**config.mk**
```make
export PLATFORM = sky130hd
export DESIGN_NAME = axi_lite_master_ctrl
export DESIGN_NICKNAME = d
export VERILOG_FILES = /design/src/rtl/axi_lite_master_ctrl.sv
export SDC_FILE = /design/constraint.sdc
export NUM_CORES = 1
export LEC_CHECK = 0
export CORE_ASPECT_RATIO = 1.75
export CORE_UTILIZATION = 30
export DETAILED_ROUTE_END_ITERATION = 16
export HOLD_SLACK_MARGIN = 0.02
export PLACE_DENSITY_LB_ADDON = 0.05
export SETUP_SLACK_MARGIN = 0.05
export SYNTH_ARGS = -nofsm -noshare
export SYNTH_HDL_FRONTEND = slang
export SYNTH_SLANG_ARGS = --single-unit
```
**constraint.sdc**
```tcl
create_clock -name ACLK -period 1.5 [get_ports ACLK]
set_clock_uncertainty 0.2 [all_clocks]
set_input_delay 0.3 -clock ACLK [delete_from_list [all_inputs] [get_ports ACLK]]
set_output_delay 0.3 -clock ACLK [all_outputs]
set_load 0.01 [all_outputs]
```
**src/rtl/axi_lite_master_ctrl.sv**
```systemverilog
// Single-outstanding AXI4-Lite master: turns one cmd into a full AW/W->B or AR->R
// transaction and returns the captured response on the rsp port.
module axi_lite_master_ctrl #(
  parameter int ADDR_W = 4,
  parameter int DATA_W = 32
) (
  input  logic              ACLK,
  input  logic              ARESETn,
  input  logic              cmd_valid,
  output logic              cmd_ready,
  input  logic              cmd_write,
  input  logic [ADDR_W-1:0] cmd_addr,
  input  logic [DATA_W-1:0] cmd_wdata,
  output logic              rsp_valid,
  input  logic              rsp_ready,
  output logic              rsp_write,
  output logic [DATA_W-1:0] rsp_rdata,
  output logic [1:0]        rsp_resp,
  output logic [ADDR_W-1:0] AWADDR,
  output logic              AWVALID,
  input  logic              AWREADY,
  output logic [DATA_W-1:0] WDATA,
  output logic              WVALID,
  input  logic              WREADY,
  input  logic [1:0]        BRESP,
  input  logic              BVALID,
  output logic              BREADY,
  output logic [ADDR_W-1:0] ARADDR,
  output logic              ARVALID,
  input  logic              ARREADY,
  input  logic [DATA_W-1:0] RDATA,
  input  logic              RVALID,
  output logic              RREADY,
  input  logic [1:0]        RRESP
);

  // state   | meaning
  // IDLE    | cmd_ready high, waiting for a command
  // WR_AW_W | AW and W channels outstanding, each cleared by its own handshake
  // WR_B    | BREADY held high until BVALID
  // RD_AR   | ARVALID held until ARREADY
  // RD_R    | RREADY held high until RVALID
  // RSP     | response presented until rsp_ready
  typedef enum logic [2:0] {IDLE, WR_AW_W, WR_B, RD_AR, RD_R, RSP} state_t;

  state_t              state_q, state_d;
  logic                awvalid_q, awvalid_d;
  logic                wvalid_q, wvalid_d;
  logic                arvalid_q, arvalid_d;
  logic [ADDR_W-1:0]   addr_q, addr_d;
  logic [DATA_W-1:0]   wdata_q, wdata_d;
  logic                rsp_write_q, rsp_write_d;
  logic [DATA_W-1:0]   rsp_rdata_q, rsp_rdata_d;
  logic [1:0]          rsp_resp_q, rsp_resp_d;

  always_ff @(posedge ACLK) begin
    if (!ARESETn) begin
      state_q     <= IDLE;
      awvalid_q   <= 1'b0;
      wvalid_q    <= 1'b0;
      arvalid_q   <= 1'b0;
      addr_q      <= '0;
      wdata_q     <= '0;
      rsp_write_q <= 1'b0;
      rsp_rdata_q <= '0;
      rsp_resp_q  <= 2'b00;
    end else begin
      state_q     <= state_d;
      awvalid_q   <= awvalid_d;
      wvalid_q    <= wvalid_d;
      arvalid_q   <= arvalid_d;
      addr_q      <= addr_d;
      wdata_q     <= wdata_d;
      rsp_write_q <= rsp_write_d;
      rsp_rdata_q <= rsp_rdata_d;
      rsp_resp_q  <= rsp_resp_d;
    end
  end

  always_comb begin
    state_d     = state_q;
    awvalid_d   = awvalid_q;
    wvalid_d    = wvalid_q;
    arvalid_d   = arvalid_q;
    addr_d      = addr_q;
    wdata_d     = wdata_q;
    rsp_write_d = rsp_write_q;
    rsp_rdata_d = rsp_rdata_q;
    rsp_resp_d  = rsp_resp_q;
    cmd_ready   = 1'b0;
    rsp_valid   = 1'b0;
    BREADY      = 1'b0;
    RREADY      = 1'b0;
    case (state_q)
      IDLE: begin
        cmd_ready = 1'b1;
        if (cmd_valid) begin
          addr_d  = cmd_addr;
          wdata_d = cmd_wdata;
          if (cmd_write) begin
            awvalid_d = 1'b1;
            wvalid_d  = 1'b1;
            state_d   = WR_AW_W;
          end else begin
            arvalid_d = 1'b1;
            state_d   = RD_AR;
          end
        end
      end
      WR_AW_W: begin
        // AW and W may complete in either order or together
        if (AWREADY) awvalid_d = 1'b0;
        if (WREADY)  wvalid_d  = 1'b0;
        if (!awvalid_d && !wvalid_d) state_d = WR_B;
      end
      WR_B: begin
        BREADY = 1'b1;
        if (BVALID) begin
          rsp_write_d = 1'b1;
          rsp_rdata_d = '0;
          rsp_resp_d  = BRESP;
          state_d     = RSP;
        end
      end
      RD_AR: begin
        if (ARREADY) begin
          arvalid_d = 1'b0;
          state_d   = RD_R;
        end
      end
      RD_R: begin
        RREADY = 1'b1;
        if (RVALID) begin
          rsp_write_d = 1'b0;
          rsp_rdata_d = RDATA;
          rsp_resp_d  = RRESP;
          state_d     = RSP;
        end
      end
      RSP: begin
        rsp_valid = 1'b1;
        if (rsp_ready) state_d = IDLE;
      end
      default: state_d = IDLE;
    endcase
  end

  assign AWADDR    = addr_q;
  assign ARADDR    = addr_q;
  assign WDATA     = wdata_q;
  assign AWVALID   = awvalid_q;
  assign WVALID    = wvalid_q;
  assign ARVALID   = arvalid_q;
  assign rsp_write = rsp_write_q;
  assign rsp_rdata = rsp_rdata_q;
  assign rsp_resp  = rsp_resp_q;

endmodule

```
; ---- Word level (Yosys, flattened, before mapping)
; Index checks and enable logic that the tools add are counted.
[word_totals]
regBits = 77
latchBits = 0
ram_bits = 0
rom_bits = 0
input_bits = 82
out_inout_bits = 82
wordCells = 67
memories = 0
[op_classes]
addsub = 0
mul = 0
div = 0
magnitude_cmp = 0
eq_ne = 13
shift = 0
n_mux = 33
bitwise_logic = 0
reduce_logical = 12
[op_table]
columns = cell, count
row1 = 32-bit two-way mux, 2
row2 = 32-bit one-hot mux with 2 select lines, 1
row3 = 3-bit two-way mux, 6
row4 = 3-bit one-hot mux with 6 select lines, 1
row5 = 2-bit inequality test (second input constant), 8
row6 = 1-bit two-way mux, 15
row7 = 1-bit one-hot mux with 2 select lines, 4
row8 = 3-bit by 2-bit == test with 1-bit output (second input constant), 2
row9 = 3-bit == test (second input constant), 2
row10 = 2-bit two-way mux, 3
row11 = 3-bit AND reduction, 2
row12 = 6-bit AND reduction, 1
row13 = 2-bit nonzero test, 3
row14 = 2-bit one-hot mux with 2 select lines, 1
row15 = 4-bit AND reduction, 1
row16 = 3-bit by 1-bit == test with 1-bit output (second input constant), 1
row17 = 3-bit zero test, 1
row18 = 1-bit zero test, 2
row19 = 2-bit AND reduction, 1
row20 = 1-bit logical AND, 1

; ---- Depth between registers and ports, before layout
; Gate-level depths: netlist (run 1).
[depth]
depth_word = 6
depth_mapped = 7
ltp_nobuf = 4

; ---- Worst setup path after synthesis (run 1)
; Ideal clock, no wire load.
[synth_timing]
path_type = register to register
from = reg state_q[2]
to = reg rsp_rdata_q[10], in the netlist rsp_rdata[10]
setup_time_ns = 0.128
t_arrival_ns = 1.261
required_time_ns = 1.172
path_slack_ns = -0.088
stages_incl_launch_ff = 8
n_path_buf = 3
period_less_slack_ns = 1.588
cell_sequence = dfxtp_1 > buf_2 > nand3b_1 > a21o_1 > buf_6 > buf_6 > a22oi_2 > nor2_1
[synth_via]
elab_chain_cells = 3
elab_cells_between_ends = 7
cone_classes = eq/ne: 4 / mux: 1 / reduce/logical: 2
[synth_lines]
columns = item, line
row1 = "start, declared", 46  ; state_t state_q, state_d;
row2 = "start signal, assigned", 68  ; state_q <= state_d;
row3 = 3-bit == test or 3-bit by 2-bit == test with 1-bit output (tied branches), 94  ; case (state_q)
row4 = 2-bit inequality test (no source line) or 2-bit nonzero test (tied branches), --
row5 = 3-bit AND reduction (no source line), --
row6 = "end signal, assigned", 75  ; rsp_rdata_q <= rsp_rdata_d;
row7 = "end, declared", 53  ; logic [DATA_W-1:0] rsp_rdata_q, rsp_rdata_d;
; Several ways; a longest one is shown, not always the timed one.
; A chain may end at the register's enable or synchronous reset.

; ---- Worst setup path after layout (run 1)
[layout_timing]
from = reg state_q[2]
to = reg rsp_resp_q[0], in the netlist rsp_resp[0]
[layout_via]
elab_chain_cells = 3
elab_cells_between_ends = 7
cone_classes = eq/ne: 4 / mux: 1 / reduce/logical: 2
[layout_lines]
columns = item, line
row1 = 3-bit == test or 3-bit by 2-bit == test with 1-bit output (tied branches), 94
row2 = 2-bit inequality test (no source line) or 2-bit nonzero test (tied branches), --
row3 = 3-bit AND reduction (no source line), --
row4 = "end signal, assigned", 76  ; rsp_resp_q <= rsp_resp_d;
row5 = "end, declared", 54  ; logic [1:0] rsp_resp_q, rsp_resp_d;
; Several ways; a longest one is shown, not always the timed one.

==> results.md, run 1 <==
- First-pass GRT wire length: 13.9 mm
- Number of buffers added on ports: 163
- Area contributors post-synth: dfxtp_1 50%, a22oi_2 12%, nand2_1 9.9%
- Via-to-Cell Ratio: 4.73
- Fin cells: 640
- CTS H-tree depth: 3
- CP Launch Type: register
- Largest net degree at the start of global routing: 37
- Synthesized flop and latch total: 77
- Die X: 78.4 µm
- Mapped Cells: 335
- P per Cell Area: 1530 nW/µm²
- Worst Setup SP: state_q[2]
- Failing checks: negative setup slack
- Fmax: 596 MHz
- EDFF count, synth: 0
- Placer congestion estimate: 0.739
- Worst setup margin: -177 ps
- WS Path Type: register to register
- Vias in the first global route: 2896
- DIE HEIGHT: 136 µm
- Crit. End Element: register
- Hold buffer count at cts: 0
- Clk_lat worst skew: 330 ps
- R2R cell count: 6
- CTS Buf Count: 9
- FFs w/ async S/R, synth: 0
- Most area-hungry cell type in the Yosys netlist: dfxtp_1
- Mapped Avg Cell Area: 9.16 µm²
- Max FO, Critical Path: 9
- Req. time, crit path: 1560 ps
- Rows: 48
- Outcome: finished, violations left
- Top cell type's share of synthesized area: 0.502
- Reg-to-Reg Start: state_q[2]
- Max Cap Violations: 0
- Antenna Nets Post-Route: 0
- Grt total ovfl: 0
- Leakage power: 0.00227 µW
- Yosys warnings: 0
- Slew HR: 0.814
- I/O pin count: 164
- Initial Utilization: 0.310
- Fin util: 0.561
- CP Data Arrival Time: 1740 ps
- DP Wirelength: 6.22 mm
- Initial DRC count: 47
- Antenna violations before repair: 0
- Syn_nets: 417
- Hold slack: 256 ps
- Worst-path clk slew: 60 ps
- Top cells by count, synth: 81 x nand2_1, 77 x dfxtp_1, 38 x a21oi_1
- Main synth FF type: dfxtp_1
- Layout cells sized above 1: 0.431
- Hold Vio Cnt, Final: 0
- Sequential-to-total area share from yosys stat: 0.502
- Minimum clock period: 1680 ps
- TritonCTS clock tree: done
- Most frequent cell after synthesis: nand2_1
- Worst r2r dst: rsp_resp[0]
- DP Cell Count: 613
- Via count: 3024
- Avg WL per Cell: 15.2 µm
- Cell Area, Synth: 3070 µm²
- CTS sink cnt: 77
- Slew @ Worst Pin: 279 ps
- Clock Tree Root: clkbuf_16
- CORE AREA: 9910 µm²
- Setup violators final: 78
- Nets: 592
- WL final: 9.76 mm
- GRT Total Usage: 0.170
- Hold path cells: 2
- Crit path to: rsp_resp[0]
- Die area: 10700 µm²
- Fillers: 926
- Maximum root-to-sink buffer count: 2
- DRT Pass-1 Iters: 5
- Antenna diodes: 0
- Fin crit share: 1.12
- Layout overhead on the synthesized area: 81.3%
- RSZ-0062 raised after global routing: yes
- Reg2Reg Setup Slack: -180 ps
- DRC viols: 0
- Pins over their slew limit: 0
- Post-synth cell types: 36
- Worst min path class: register to register
- Max IR drop VDD: 0.00111 V
final cells by class:
type | count | area [µm²] | share of cell area
repair buffers | 194 | 1850 | 0.333
multi-input cells | 224 | 1680 | 0.302
flip-flops and latches | 77 | 1560 | 0.281
clock buffers | 10 | 239 | 0.0430
well taps | 125 | 156 | 0.0281
clock inverters | 6 | 62.6 | 0.0112
inverters | 4 | 15.0 | 0.00270
repair_timing:
item                       in CTS  in global routing
pin swaps                       4                 54
gates cloned                    2                  5
gates resized for setup       181                161
setup buffers                   3                  1
setup endpoints to repair     158                148
routing by layer:
| layer | routed length, µm | vias to the layer above | track usage |
|---|---|---|---|
| met3 | 698 | 10 | 0.0613 |
| met5 | 0 | - | 0 |
| met1 | 3460 | 1427 | 0.177 |
| met4 | 140 | 0 | 0.0741 |
| met2 | 5450 | 110 | 0.303 |
| li1 | - | 1477 | - |
cell families after synthesis:
| logic type | after synthesis | synth area share |
|---|---|---|
| AND/OR/NAND/NOR | 137 | 0.189 |
| flip-flops | 77 | 0.502 |
| multiplexers | 4 | 0.0131 |
| buffers and inverters | 34 | 0.0706 |
| AO/OA/AOI/OAI | 83 | 0.225 |
flip-flops by register name, summed over array words and instances (netlist names):
name       flops
state_q        3
WDATA         32
rsp_resp       2
WVALID         1
rsp_write      1
ARADDR         4
ARVALID        1
rsp_rdata     32
AWVALID        1
stage by stage:
| stage | worst slack [ps] | TNS [ps] | cell area (µm²) | power [µW] |
|---|---|---|---|---|
| after floorplan | -47.3 | -2440 | 3110 | 4260 |
| after global placement | -397 | -22060 | 4900 | 5540 |
| after detailed placement | -429 | -23090 | 4900 | 5580 |
| after CTS | -192 | -6000 | 5300 | 7970 |
| after global routing | -236 | -12020 | 5560 | 8950 |
| final | -177 | -7460 | 5560 | 8480 |
power breakdown:
| part | internal [µW] | switching, µW | total, µW |
|---|---|---|---|
| combinational | 1860 | 1820 | 3680 |
| clock | 1330 | 825 | 2150 |
| sequential | 2400 | 252 | 2650 |
| total | 5590 | 2890 | 8480 |
critical path, stage by stage, from the launching register on:
cell and delay, ps:
dfxtp_4 370, buf_6 120, nand3b_1 170, a21o_4 260, buf_12 150, or2_1 230
a21oi_2 110
how the worst min path moves through the flow:
stage               startpoint        end  slack (ps)
detailed placement   WDATA[16]  WDATA[16]         250
floorplan              ARESETn  rsp_write         220
CTS                   WDATA[3]   WDATA[3]         250
global route          WDATA[3]   WDATA[3]         270
finish                WDATA[3]   WDATA[3]         260
global placement     WDATA[26]  WDATA[26]         240
cell usage in the layout, fill, tap and decap left out, drive strengths merged, types with 2 or more instances in the layout:
cell type / Yosys / layout
dfxtp: 77 / 77
clkbuf: 12 / 60
clkdlybuf4s15: 0 / 29
clkinv: 0 / 5
mux2i: 4 / 4
buf: 18 / 33
nor3: 2 / 2
o21ai: 2 / 2
inv: 4 / 4
nor2b: 4 / 4
a21oi: 40 / 40
nor2: 36 / 36
nor3b: 2 / 2
and2: 2 / 2
a22oi: 32 / 32
nand2b: 2 / 2
or2: 2 / 2
clkdlybuf4s50: 0 / 81
nand3b: 2 / 2
nand2: 82 / 82
Power figures use the tool's default switching activity.
==> run 2: changes to the inputs <==
--- a/config.mk
+++ b/config.mk
@@ -6,6 +6,7 @@
 export NUM_CORES = 1
 export LEC_CHECK = 0
 export CORE_ASPECT_RATIO = 1.75
+export CORE_MARGIN = 5
 export CORE_UTILIZATION = 30
 export DETAILED_ROUTE_END_ITERATION = 16
 export HOLD_SLACK_MARGIN = 0.02
==> run 2 against run 1 <==
Effect of this change:
- the run still ends with negative setup slack left
- non-clock buffer count rose by 20
- maximum frequency rose by 2.5%
- wire length rose by 16%
- critical endpoint is now rsp_rdata[30]
- largest power group unchanged
- sequential cell count did not move
==> results.md, run 2 (same netlist as run 1, synthesis figures left out) <==
- Crit. End Element: register
- Setup violators final: 81 (+3.8%)
- Reg2Reg Setup Slack: -140 ps (+40 ps)
- Worst min path class: register to register
- Worst-path clk slew: 60 ps (about the same)
- Largest net degree at the start of global routing: 39 (+5.4%)
- Pins over their slew limit: 0 (unchanged)
- Layout cells sized above 1: 0.574 (+0.143)
- Req. time, crit path: 1510 ps (-50 ps)
- Vias in the first global route: 3250 (+12%)
- Reg-to-Reg Start: state_q[1]
- Initial DRC count: 29 (-38%)
- DP Wirelength: 6.73 mm (+8.2%)
- Top delay family on crit path: compound AO/OA/AOI/OAI gates
- Highest-count cells in the layout ignoring fill and taps: 78 x clkdlybuf4s50_1, 52 x dfxtp_1, 46 x clkbuf_2
- CP peak stage delay: 380 ps (about the same)
- Antenna diodes: 0 (unchanged)
- Max Cap Violations: 0 (unchanged)
- Via count: 3124 (+3.3%)
- Hold_sp: WDATA[2]
- CTS sink cnt: 77 (unchanged)
- Antenna Nets Post-Route: 0 (unchanged)
- Number of buffers and inverters on the critical path: 2 (unchanged)
- Placer congestion estimate: 0.675 (-8.6%)
- Max FO, Critical Path: 21 (+12)
- Hold endpoint: WDATA[2]
- CORE AREA: 10200 µm² (+2.7%)
- CP Data Arrival Time: 1650 ps (-90 ps)
- Number of buffers added on ports: 163 (unchanged)
- Die area: 12400 µm² (+17%)
- I/O pin count: 164 (unchanged)
- WL final: 11.3 mm (+16%)
- Commonest non-fill, non-tap cell in the layout: clkdlybuf4s50_1
- P per Cell Area: 1690 nW/µm² (+11%)
- Outcome: finished, violations left
- Placed Instance Area: 4890 µm² (-0.10%)
- Fmax: 611 MHz (+2.5%)
- Antenna violations before repair: 0 (unchanged)
- GRT Total Usage: 0.176 (+0.00579)
- Post-route cell area: 6150 µm² (+11%)
- RSZ-0062 raised after global routing: yes
- Setup_tns: -7450 ps (+11.6 ps)
- Slew @ Worst Pin: 337 ps (+57.5 ps)
- Layout overhead on the synthesized area: 100%
- Rows: 49 (+2.1%)
- Slew HR: 0.775 (-0.0383)
- Maximum root-to-sink buffer count: 2 (unchanged)
- Minimum clock period: 1640 ps (-41.4 ps)
- Max IR drop VDD: 0.000895 V (-20%)
- Clk_lat worst skew: 320 ps (about the same)
- Via-to-Cell Ratio: 4.72 (-0.13%)
- Crit path cell chain: buf_6 > nand3b_1 > a21o_4 > buf_12 > a22oi_2 > nor2_1
- Clock Tree Root: clkbuf_16
- Avg WL per Cell: 17.1 µm (+12%)
- Hold Vio Cnt, Final: 0 (unchanged)
- Failing checks: negative setup slack
- CTS H-tree depth: 3 (unchanged)
- Hold slack: 260 ps (+4.03 ps)
- DRT Pass-1 Iters: 4 (-1)
- Initial Utilization: 0.301 (-0.00815)
- Slowest stage cell, crit path: dfxtp_4
- First-pass GRT wire length: 16.8 mm (+21%)
- R2R cell count: 6 (unchanged)
- DRC viols: 0 (unchanged)
- Worst setup margin: -136 ps (+41.4 ps)
- WS Path Type: register to register
- CP Launch Type: register
- Nets: 612 (+3.4%)
- TritonCTS clock tree: done
- Fin util: 0.604 (+0.0428)
- Worst r2r dst: rsp_rdata[30]
- CTS Buf Count: 9 (unchanged)
- Leakage power: 0.00245 µW (+7.8%)
- Die X: 86.4 µm (+10%)
- Grt total ovfl: 0 (unchanged)
- DIE HEIGHT: 144 µm (+5.9%)
- Fin crit share: 1.09 (-0.0276)
- Hold path cells: 2 (unchanged)
-- run 2: cell types whose count changed in the layout (fill, tap and decap cells not counted), sizes merged --
cell and change:
clkinvlp +2, dlygate4sd2 +2, bufinv +2, clkbuf -2
clkinv -4, buf +27, clkdlybuf4s15 -4, clkdlybuf4s50 -3
-- run 2: metal layers --
metal  vias up  wire length [µm]  track usage
li1       1523                 -            -
met1      1477              3800        0.171
met2       110              6360        0.326
met3        14               809       0.0574
met4         0               369       0.0870
met5         -                 0            0
-- run 2: metrics by stage --
step,std cells,setup slack [ps],power [µW]
final,662,-136,10400
after global placement,614,-374,5570
after floorplan,335,-47.3,4260
after CTS,660,-144,10400
after detailed placement,614,-396,5600
after global routing,662,-221,11000
-- run 2: worst max-delay path by stage --
| stage | startpoint | to | slack, ps | cells past startpoint |
|---|---|---|---|---|
| final | state_q[1] | rsp_rdata[30] | -140 | 6 |
| after detailed placement | AWREADY | state_q[2] | -400 | 5 |
| after floorplan | state_q[2] | rsp_rdata[10] | -50 | 7 |
| after global placement | BVALID | rsp_rdata[31] | -370 | 6 |
| after CTS | state_q[1] | rsp_rdata[0] | -140 | 6 |
| after global routing | state_q[2] | WDATA[26] | -220 | 8 |
-- run 2: layout make-up --
class                      instances  area (µm²)
inverter                           4        15.0
clock buffer                      10         239
multi-input combinational        224        1840
fill                             910        4030
clock inverter                     6         110
timing repair buffer             214        2200
sequential                        77        1580
tap                              127         159
-- run 2: what timing repair did --
item	CTS	global route
gates resized for setup	317	130
setup endpoints to repair	158	153
cloned	13	3
hold buffers	0	0
setup buffers	17	1
pin swaps	54	25
-- run 2: tightest hold or removal path, cell delays in order (launching register included) --
cell	delay [ps]
dfxtp_2	330
nand2_4	60
a21oi_2	40
-- run 2: power breakdown --
part	leakage [µW]	switching (µW)	internal (µW)	total, µW
clock	0.000165	842	1670	2510
sequential	0.000638	331	2420	2750
combinational	0.00165	2290	2870	5160
total	0.00245	3460	6950	10400
==> run 3: changes to the inputs <==
--- a/config.mk
+++ b/config.mk
@@ -9,6 +9,7 @@
 export CORE_MARGIN = 5
 export CORE_UTILIZATION = 30
 export DETAILED_ROUTE_END_ITERATION = 16
+export GPL_TIMING_DRIVEN = 0
 export HOLD_SLACK_MARGIN = 0.02
 export PLACE_DENSITY_LB_ADDON = 0.05
 export SETUP_SLACK_MARGIN = 0.05
==> run 3 against run 2 <==
Effect of this change:
- sequential power fell by 4%
- first-iteration DRC count rose by 3.4%
- highest routed layer unchanged
- the flow still finishes with violations (negative setup slack)
- non-clock buffer count rose by 15
- critical endpoint is now WDATA[6]
- final area fell by 2.7%
- worst hold slack got worse by 4.0 ps
- die area did not move
- register-to-register slack got worse by 80 ps
- via count rose by 0.61%
- combinational power fell by 6.4%
- maximum frequency fell by 4.5%
- critical path depth rose by 2
==> results.md, run 3 (same netlist as run 1, synthesis figures left out) <==
- CP Data Arrival Time: 1730 ps (+80 ps)
- Fillers: 944 (+3.7%)
- RSZ-0062 raised after global routing: yes
- Tot Pwr: 9750 µW (-6.4%)
- Highest-count cells in the layout ignoring fill and taps: 79 x clkdlybuf4s50_1, 65 x dfxtp_1, 56 x clkbuf_2
- Worst r2r dst: WDATA[6]
- Setup violators final: 81 (unchanged)
- Fin crit share: 1.14 (+0.0518)
- Failing checks: negative setup slack
- Rows: 49 (unchanged)
- Post-route cell area: 5980 µm² (-2.7%)
- CTS H-tree depth: 3 (unchanged)
- Commonest non-fill, non-tap cell in the layout: clkdlybuf4s50_1
- Worst min path class: register to register
- Crit path to: WDATA[6]
- Req. time, crit path: 1510 ps (about the same)
- TritonCTS clock tree: done
- Via count: 3143 (+0.61%)
- Layout overhead on the synthesized area: 94.9%
- Fmax: 583 MHz (-4.5%)
- Grt total ovfl: 0 (unchanged)
- Max Cap Violations: 0 (unchanged)
- CTS sink cnt: 77 (unchanged)
- Crit. End Element: register
- Antenna violations before repair: 0 (unchanged)
- Hold Vio Cnt, Final: 0 (unchanged)
- Via-to-Cell Ratio: 4.64 (-1.8%)
- Vias in the first global route: 3317 (+2.1%)
- Fin util: 0.588 (-0.0165)
- Crit path cell chain: buf_6 > nor3_4 > buf_4 > buf_6 > nand2_8 > clkbuf_16 > nand2_2 > a21oi_2
- Pins over their slew limit: 0 (unchanged)
- Minimum clock period: 1710 ps (+77.8 ps)
- Worst path most repeated cell: buf_6
- Placed Instance Area: 4900 µm² (+0.20%)
- Initial DRC count: 30 (+3.4%)
- Avg WL per Cell: 15.9 µm (-7.5%)
- WS Path Type: register to register
- DP Wirelength: 7.27 mm (+7.9%)
- P per Cell Area: 1630 nW/µm² (-3.8%)
- CTS Buf Count: 9 (unchanged)
- Area of the multi-input gates: 1770 µm² (-4.1%)
- GRT Total Usage: 0.171 (-0.00507)
- Outcome: finished, violations left
- Worst setup margin: -214 ps (-77.8 ps)
- Worst-path clk slew: 60 ps (about the same)
- Max FO, Critical Path: 7 (-67%)
- Die X: 86.4 µm (unchanged)
- Slowest stage cell, crit path: dfxtp_4
- Layout cells sized above 1: 0.532 (-0.0421)
- Reg-to-Reg Start: state_q[0]
- Number of buffers added on ports: 163 (unchanged)
- Slew @ Worst Pin: 449 ps (+112 ps)
- Nets: 628 (+2.6%)
- Storage element area: 1560 µm² (-1.0%)
- Antenna Nets Post-Route: 0 (unchanged)
- CORE AREA: 10200 µm² (unchanged)
- DRC viols: 0 (unchanged)
- R2R cell count: 8 (+2)
- DIE HEIGHT: 144 µm (unchanged)
- Die area: 12400 µm² (unchanged)
- Initial Utilization: 0.301 (unchanged)
- Max IR drop VDD: 0.00107 V (+20%)
- Antenna diodes: 0 (unchanged)
- Clock Tree Root: clkbuf_16
- CP peak stage delay: 370 ps (about the same)
- Placer congestion estimate: 0.720 (+6.6%)
- Worst Setup SP: state_q[0]
- Largest net degree at the start of global routing: 14 (-64%)
- I/O pin count: 164 (unchanged)
- Reg2Reg Setup Slack: -210 ps (-80 ps)
- Clk_lat worst skew: 330 ps (about the same)
- Maximum root-to-sink buffer count: 2 (unchanged)
- Slew HR: 0.701 (-0.0745)
- DRT Pass-1 Iters: 4 (unchanged)
- CP Launch Type: register
- Leakage power: 0.00244 µW (-0.17%)
- First-pass GRT wire length: 16.5 mm (-2.0%)
- WL final: 10.7 mm (-5.2%)
==> run 3: cell count changes in the layout (fill, tap and decap cells not counted), sizes merged <==
cell           change
clkbuf            +12
buf               +10
clkdlybuf4s15      -6
bufinv             -2
clkdlybuf4s50      +1
clkinvlp           +1
dlygate4sd2        -1
nand2              +1
==> run 3: critical path, delay by kind of cell (launching register included) <==
family | cells | cell delay (ps)
AO/OA/AOI/OAI | 1 | 50
AND/OR/NAND/NOR | 3 | 390
buffers and inverters | 4 | 590
flip-flops | 1 | 370
==> run 3: layout make-up <==
class / count / share of cell area
clock inverters: 5 / 0.00963
well taps: 127 / 0.0266
clock buffers: 11 / 0.0425
repair buffers: 201 / 0.302
flip-flops and latches: 77 / 0.262
inverters: 4 / 0.00251
multi-input cells: 225 / 0.296
plain buffers: 28 / 0.0596
==> run 3: worst min path at each step <==
stage / start / endpoint / slack (ps) / cells after the start
finish: WDATA[28] / WDATA[28] / 260 / 2
global route: ARESETn / rsp_write / 270 / 2
CTS: ARESETn / rsp_write / 250 / 2
detailed placement: WDATA[27] / WDATA[27] / 250 / 2
global placement: WDATA[1] / WDATA[1] / 240 / 2
floorplan: ARESETn / rsp_write / 220 / 1
==> run 3: repair_timing <==
item                       in CTS  in global routing
pin swaps                      32                 45
hold buffers                    0                  0
setup endpoints to repair     158                142
resized for setup             308                150
setup buffers                  31                  2
gates cloned                    9                  1
==> run 3: layer usage <==
metal  vias up  GRT usage  part of all wire
met1      1462      0.165              0.34
met4         0     0.0813             0.026
li1       1551          -                 -
met2       109      0.316              0.55
met5         -          0                 0
met3        21     0.0597             0.080
==> run 3: power by group <==
group          internal, µW  leakage (µW)  total (µW)  switching, µW
registers              2400      0.000632        2650            250
logic                  2650       0.00167        4830           2180
clock network          1390      0.000143        2260            877
==> run 3: per-stage QoR <==
stage / hold WS, ps / setup WS, ps / TNS, ps / std cells
after floorplan: 218 / -47.3 / -2440 / 335
after global placement: 241 / -887 / -59580 / 625
after detailed placement: 246 / -893 / -59270 / 625
after CTS: 251 / -195 / -12090 / 681
after global routing: 267 / -263 / -17680 / 678
final: 256 / -214 / -12540 / 678
